File: config.mk
export PLATFORM = sky130hd
export DESIGN_NAME = fbdev_pi1arb
export DESIGN_NICKNAME = d
export VERILOG_FILES = /design/src/rtl/fbdev_pi1arb.sv
export SDC_FILE = /design/constraint.sdc
export NUM_CORES = 1
export LEC_CHECK = 0
export ABC_AREA = 1
export CORE_AREA = 5 5 115 117
export DETAILED_ROUTE_END_ITERATION = 6
export DIE_AREA = 0 0 120 122
export SLEW_MARGIN = 10
export SYNTH_ARGS = -nofsm -noshare
export SYNTH_HDL_FRONTEND = slang
export SYNTH_SLANG_ARGS = --single-unit
File: constraint.sdc
create_clock -name clk_i -period 4.71 [get_ports clk_i]
set_clock_uncertainty 0.15 [all_clocks]
set_input_delay 0.942 -clock clk_i [delete_from_list [all_inputs] [get_ports clk_i]]
set_output_delay 0.942 -clock clk_i [all_outputs]
set_load 0.02 [all_outputs]
File: src/rtl/fbdev_pi1arb.sv
// Two-master PI1 arbiter: framebuffer fetch (s0) has priority, s1 is the secondary.
// A hold counter masks an owner that keeps streaming while the other master waits.
module fbdev_pi1arb #(
    parameter int XARCHBITSZ = 32,
    parameter int HOLDMAX    = 16
) (
    input  logic                                          clk_i,
    input  logic                                          rst_i,
    input  logic [1:0]                                    s0_pi1_op_i,
    input  logic [XARCHBITSZ-$clog2(XARCHBITSZ/8)-1:0]    s0_pi1_addr_i,
    input  logic [XARCHBITSZ-1:0]                         s0_pi1_data_i,
    output logic [XARCHBITSZ-1:0]                         s0_pi1_data_o,
    input  logic [XARCHBITSZ/8-1:0]                       s0_pi1_sel_i,
    output logic                                          s0_pi1_rdy_o,
    input  logic [1:0]                                    s1_pi1_op_i,
    input  logic [XARCHBITSZ-$clog2(XARCHBITSZ/8)-1:0]    s1_pi1_addr_i,
    input  logic [XARCHBITSZ-1:0]                         s1_pi1_data_i,
    output logic [XARCHBITSZ-1:0]                         s1_pi1_data_o,
    input  logic [XARCHBITSZ/8-1:0]                       s1_pi1_sel_i,
    output logic                                          s1_pi1_rdy_o,
    output logic [1:0]                                    m_pi1_op_o,
    output logic [XARCHBITSZ-$clog2(XARCHBITSZ/8)-1:0]    m_pi1_addr_o,
    output logic [XARCHBITSZ-1:0]                         m_pi1_data_o,
    input  logic [XARCHBITSZ-1:0]                         m_pi1_data_i,
    output logic [XARCHBITSZ/8-1:0]                       m_pi1_sel_o,
    input  logic                                          m_pi1_rdy_i,
    output logic [1:0]                                    gnt_o
);
    localparam int XADDRBITSZ = XARCHBITSZ - $clog2(XARCHBITSZ/8);
    localparam logic [1:0] PINOOP = 2'd0;
    localparam logic [7:0] HOLDLIM = 8'(HOLDMAX - 1);

    typedef enum logic [1:0] {
        IDLE = 2'b00,
        GNT0 = 2'b01,
        GNT1 = 2'b10
    } state_t;

    state_t r_state;
    state_t w_state_nxt;
    logic   r_pend;
    logic   r_pown;
    logic [7:0] r_hold;
    logic [7:0] w_hold_nxt;

    logic                  w_granted;
    logic                  w_own;
    logic [1:0]            w_own_op;
    logic [1:0]            w_oth_op;
    logic                  w_masked;
    logic                  w_accept;
    logic                  w_handover;

    assign w_granted = (r_state != IDLE);
    assign w_own     = (r_state == GNT1);
    assign w_own_op  = w_own ? s1_pi1_op_i : s0_pi1_op_i;
    assign w_oth_op  = w_own ? s0_pi1_op_i : s1_pi1_op_i;
    assign w_masked  = w_granted && (r_hold >= HOLDLIM) && (w_oth_op != PINOOP);
    assign w_accept  = (m_pi1_op_o != PINOOP) && m_pi1_rdy_i;
    // Handover only when nothing is accepted now and any outstanding response completes.
    assign w_handover = w_granted && ((w_own_op == PINOOP) || w_masked) &&
                        (!r_pend || m_pi1_rdy_i);

    always_comb begin
        m_pi1_op_o   = PINOOP;
        m_pi1_addr_o = '0;
        m_pi1_data_o = '0;
        m_pi1_sel_o  = '0;
        if (w_granted && !w_masked) begin
            m_pi1_op_o   = w_own_op;
            m_pi1_addr_o = w_own ? s1_pi1_addr_i : s0_pi1_addr_i;
            m_pi1_data_o = w_own ? s1_pi1_data_i : s0_pi1_data_i;
            m_pi1_sel_o  = w_own ? s1_pi1_sel_i  : s0_pi1_sel_i;
        end
    end

    assign s0_pi1_data_o = m_pi1_data_i;
    assign s1_pi1_data_o = m_pi1_data_i;
    assign s0_pi1_rdy_o  = m_pi1_rdy_i &
                           (((r_state == GNT0) && !w_masked) || (r_pend && !r_pown));
    assign s1_pi1_rdy_o  = m_pi1_rdy_i &
                           (((r_state == GNT1) && !w_masked) || (r_pend && r_pown));
    assign gnt_o = r_state;

    always_comb begin
        w_state_nxt = r_state;
        w_hold_nxt  = r_hold;
        if (!w_granted) begin
            w_hold_nxt = '0;
            if (s0_pi1_op_i != PINOOP)      w_state_nxt = GNT0;
            else if (s1_pi1_op_i != PINOOP) w_state_nxt = GNT1;
        end else if (w_handover) begin
            w_hold_nxt = '0;
            if (w_oth_op != PINOOP) w_state_nxt = w_own ? GNT0 : GNT1;
            else                    w_state_nxt = IDLE;
        end else if (w_own_op == PINOOP) begin
            w_hold_nxt = '0;
        end else if (w_accept && (w_oth_op != PINOOP) && (r_hold != 8'hFF)) begin
            w_hold_nxt = r_hold + 8'd1;
        end
    end

    always_ff @(posedge clk_i or posedge rst_i) begin
        if (rst_i) begin
            r_state <= IDLE;
            r_pend  <= 1'b0;
            r_pown  <= 1'b0;
            r_hold  <= '0;
        end else begin
            r_state <= w_state_nxt;
            r_hold  <= w_hold_nxt;
            if (w_accept) begin
                r_pend <= 1'b1;
                r_pown <= w_own;
            end else if (m_pi1_rdy_i) begin
                r_pend <= 1'b0;
            end
        end
    end

    logic w_unused;
    assign w_unused = ^{XADDRBITSZ[0]};
endmodule

Word-level counts from Yosys, hierarchy flattened
Cells that the tools add are included.
{"block": "totals", "inputBits": 171, "wordCells": 62, "output_inout_bits": 136, "reg_bits": 12}
{"block": "classes", "addsub": 1, "order_cmp": 1, "n_reduce_logical": 28, "n_bitwise": 2, "eq_ne": 5, "n_mux": 21}
{"cell": "32-bit 2-to-1 mux", "count": 2}
{"cell": "30-bit 2-to-1 mux", "count": 2}
{"cell": "8-bit 2-to-1 mux", "count": 4}
{"cell": "2-bit 2-to-1 mux", "count": 9}
{"cell": "1-bit logical AND", "count": 12}
{"cell": "2-bit nonzero test", "count": 6}
{"cell": "8-bit by 1-bit adder with 8-bit output, second input constant", "count": 1}
{"cell": "8-bit by 4-bit greater-or-equal comparator with 1-bit output, second input constant", "count": 1}
{"cell": "4-bit 2-to-1 mux", "count": 2}
{"cell": "8-bit != test, second input constant", "count": 1}
{"cell": "1-bit logical OR", "count": 4}
{"cell": "4-bit by 1-bit != test with 1-bit output, second input constant", "count": 1}
{"cell": "1-bit zero test", "count": 3}
{"cell": "3-bit nonzero test", "count": 1}
{"cell": "1-bit AND", "count": 2}
{"cell": "2-bit by 1-bit == test with 1-bit output, second input constant", "count": 1}
{"cell": "2-bit == test, second input constant", "count": 1}
{"cell": "2-bit zero test", "count": 1}
{"cell": "1-bit 2-to-1 mux", "count": 2}
{"cell": "2-bit by 1-bit != test with 1-bit output, second input constant", "count": 1}
{"cell": "2-bit AND reduction", "count": 1}

Depth between registers and ports, before layout
{"block": "depth", "ltp_word": 15, "mapped_depth": 11, "mapped_depth_nobuf": 11}

Worst setup path before layout
Ideal clock, no wire load.
{"block": "synth_timing", "kind": "input port to output port", "from": "input s1_pi1_op_i[1]", "to": "output m_pi1_data_o[10]", "arrival_ns": 2.013, "path_slack_ns": 1.605, "t_required_ns": 3.618, "cell_stages": 9, "path_buffers": 2, "cell_sequence": "inv_1 -> nand2_1 -> nand2_1 -> nand2_2 -> nand3_2 -> nand2_2 -> buf_4 -> buf_6 -> a21oi_1"}
{"block": "synth_via", "elab_chain_len": 6}
{"item": "start: declaration", "line_no": "15", "source": "input logic [1:0] s1_pi1_op_i,"}
{"item": "2-bit 2-to-1 mux", "line_no": "57", "source": "assign w_oth_op = w_own ? s0_pi1_op_i : s1_pi1_op_i;"}
{"item": "2-bit nonzero test", "line_no": "58", "source": "assign w_masked = w_granted && (r_hold >= HOLDLIM) && (w_oth_op != PINOOP);"}
{"item": "1-bit logical AND", "line_no": "58"}
{"item": "1-bit zero test", "line_no": "69", "source": "if (w_granted && !w_masked) begin"}
{"item": "1-bit logical AND", "line_no": "69"}
{"item": "32-bit 2-to-1 mux", "line_no": "69"}
{"item": "end: declaration", "line_no": "23", "source": "output logic [XARCHBITSZ-1:0] m_pi1_data_o,"}
Every way passes these cells.

Worst setup path after layout
{"block": "layout_timing", "from": "input s1_pi1_op_i[1]", "to": "output m_pi1_addr_o[0]"}
{"block": "layout_via", "elab_chain_len": 6}
{"item": "2-bit 2-to-1 mux", "line_no": "57"}
{"item": "2-bit nonzero test", "line_no": "58"}
{"item": "1-bit logical AND", "line_no": "58"}
{"item": "1-bit zero test", "line_no": "69"}
{"item": "1-bit logical AND", "line_no": "69"}
{"item": "30-bit 2-to-1 mux", "line_no": "69"}
{"item": "end: declaration", "line_no": "22", "source": "output logic [XARCHBITSZ-$clog2(XARCHBITSZ/8)-1:0] m_pi1_addr_o,"}
Every way passes these cells.

==> results.toml <==
[timing]
drv_slew = 0
setup_violations = 0
hold_viol = 0
tns_ps = 0
fmax_mhz = 240.3
tightest_slew_ps = 715.5
maxSlewHeadroom_pct = 52.19
fin_crit_sh_pct = 88.35
min_period_ps = 4161
rsz0062_at_grt = "no"

[synth]
synth_top_area_share_pct = 27.50
ys_ff_latch = 12
ys_warn_count = 0
synthMuxAreaShare_pct = 0
yosys.area_share.xor_xnor_pct = 0.8226
async_flop_share_pct = 100.0
synth_edf_count = 0
yosys-top-cells-area = "nand2_1, buf_4, a21oi_1"
avgSynthCellArea_sq_um = 5.546
synth_adder_area_share_pct = 0.5875
synth_top_family_by_area = "simple AND/OR/NAND/NOR gates"
synth_nets = 556
synth_ff_type = "dfrtp_1"
netlist_area_sq_um = 2130
seq_area_frac_synth_pct = 14.10
post-synth-top-count-cell = "nand2_1"
synthTopCellsByCount = "nand2_1, a21oi_1, buf_4, inv_1, nor2_1"
ys_types = 19
yosys.area_share.simple_pct = 35.08
synthCells = 384
synth_compound_area_share_pct = 18.45
synth.largest_area_cell = "nand2_1"

[routing]
vias_per_cell = 4.348
dr.pass1.iters = 4
via_count = 2900
wirelength_mm = 9.831
ant_nets = 0
drc = 0
avgRoutedWirePerCell_um = 14.74
drt_iter0_markers = 104

[worst_setup_path]
r2r-end = "r_hold[3]"
start_kind = "input pin"
reg2reg_depth = 9
crit_arrival_ps = 3070
crit_path_end_kind = "output port"
cp-startpoint = "s1_pi1_op_i[1]"
worst-path-max-fanout = 36
crit_type = "in2out"
timing.rr.start = "gnt_o[0]"
reg2reg_slack_ps = 2070
critPathRequiredTime_ps = 3620

[layout]
area_growth_pct = 86.43
drive_gt1_share_pct = 3.288
instances_no_fill = 667
fillCellCount = 1323
antennaDiodeCount = 0
multi_input_comb_area_sq_um = 1177
final_util_pct = 32.38
finalNetCount = 690
regArea_sq_um = 300.3

[pwr]
p_leak_uw = 0.001650
p_per_area_nw_per_um2 = 537.0
ir_drop_uv = 258.9

[clock_network]
clockBufferDepth = 2
clock_latency_ps = 240
clock_sinks = 12
numCtsBuffers = 3
cts_max_level = 1
post_cts_buffers = 0
cts-root-buf = "clkbuf_16"
post_cts_resized = 0
cts_hold_buf = 0
cts_tree = "built"
clkTransAtPathRegs_ps = 40

[place]
portBuffers = 210
gp_congestion = 0.7399
dp.cells = 663
dp_hpwl_mm = 8.191

[hold_path]
min_path_type = "reg2reg"
min-delay-start = "r_hold[4]"
worstHoldEndpoint = "r_hold[4]"
whs_path_depth = 2

[grt]
gr-usage-met3_pct = 5.757
grt_usage_pct = 11.81
grt_antenna_before_repair = 0
grt_pass1_vias = 2874
grt.overflow.total = 0
grt_busiest_layer = "met2"
grt_max_degree = 48
grt_use_met2_pct = 20.90
met1_usage_pct = 12.74
grt_pass1_wl_mm = 14.27

[die]
coreArea_sq_um = 12260
num_io_pins = 307
initial_core_util_pct = 17.37
die_h_um = 122
rows = 41
die_w_um = 120
dieArea_sq_um = 14640

[status]
status = "completed"

[job]
drv_cap = 0
worst max-delay path by stage:
stage	end	slack, ps	cells past startpoint
2_1_floorplan	m_pi1_data_o[10]	1610	9
3_3_place_gp	m_pi1_addr_o[0]	560	10
3_5_place_dp	m_pi1_addr_o[0]	550	10
4_1_cts	m_pi1_addr_o[0]	540	10
5_1_grt	m_pi1_addr_o[0]	400	10
6_report	m_pi1_addr_o[0]	550	10
cells by family after synthesis:
| logic type | after synthesis |
|---|---|
| AO/OA/AOI/OAI | 77 |
| adder cells (fa/ha/maj) | 1 |
| AND/OR/NAND/NOR | 188 |
| buffers and inverters | 104 |
| XOR/XNOR | 2 |
| flip-flops | 12 |
sequential cells by signal, indices dropped and copies added, names as in the netlist:
signal / flops
r_hold: 8
gnt_o: 2
r_pend: 1
r_pown: 1
critical path, cell delays in order:
cell and delay (ps):
clkdlybuf4s50_1 420, inv_1 80, nand2_1 50, nand2_1 80, nand2_2 110, nand3_2 110, nand2_2 60, buf_4 240
a21oi_1 280, clkdlybuf4s50_1 660
metrics by stage:
step / setup WS (ps) / hold WS, ps / instance area [sq um] / total power [uW]
final: 548.6 / 341.1 / 3970 / 2132
after global placement: 563.2 / 331.7 / 3881 / 1955
after global routing: 396.7 / 360.7 / 3970 / 2285
after floorplan: 1605 / 322.9 / 2130 / 1214
after CTS: 538.8 / 341.8 / 3970 / 2160
after detailed placement: 546.5 / 334.9 / 3881 / 1980
report_power, final:
group | switching (uW) | leakage (uW) | internal, uW
Combinational | 1030 | 0.00144 | 777
Clock | 43.5 | 0.0000442 | 128
Sequential | 26.0 | 0.000162 | 126
Total | 1100 | 0.00165 | 1030
layout by cell type, fill, tap and decap left out:
cell type	netlist	layout
clkbuf_16	0	3
buf_4	65	3
nand3_1	11	11
a21oi_2	2	2
ha_1	1	1
nand2_1	156	156
inv_1	19	19
clkdlybuf4s50_1	0	210
clkbuf_8	0	1
nand4_2	1	1
a21oi_1	68	68
nand4_1	1	1
nor2_4	0	1
xor2_1	1	1
nand2_2	4	4
nand3_2	1	1
buf_12	0	1
xnor2_1	1	1
nor2_1	14	13
dfrtp_1	12	12
o21ai_0	7	7
layer usage:
layer	share of wire (%)	up-vias
li1	-	1411
met1	36	1271
met5	0	-
met3	13	20
met4	1.4	0
met2	50	198
area by class of cell:
type                    count  share of cell area, %
flip-flops and latches     12                  7.564
inverters                  19                  1.796
repair buffers            214                  54.02
clock buffers               4                  2.238
multi-input cells         268                  29.66
well taps                 150                  4.727
(Power assumes the default switching activity.)
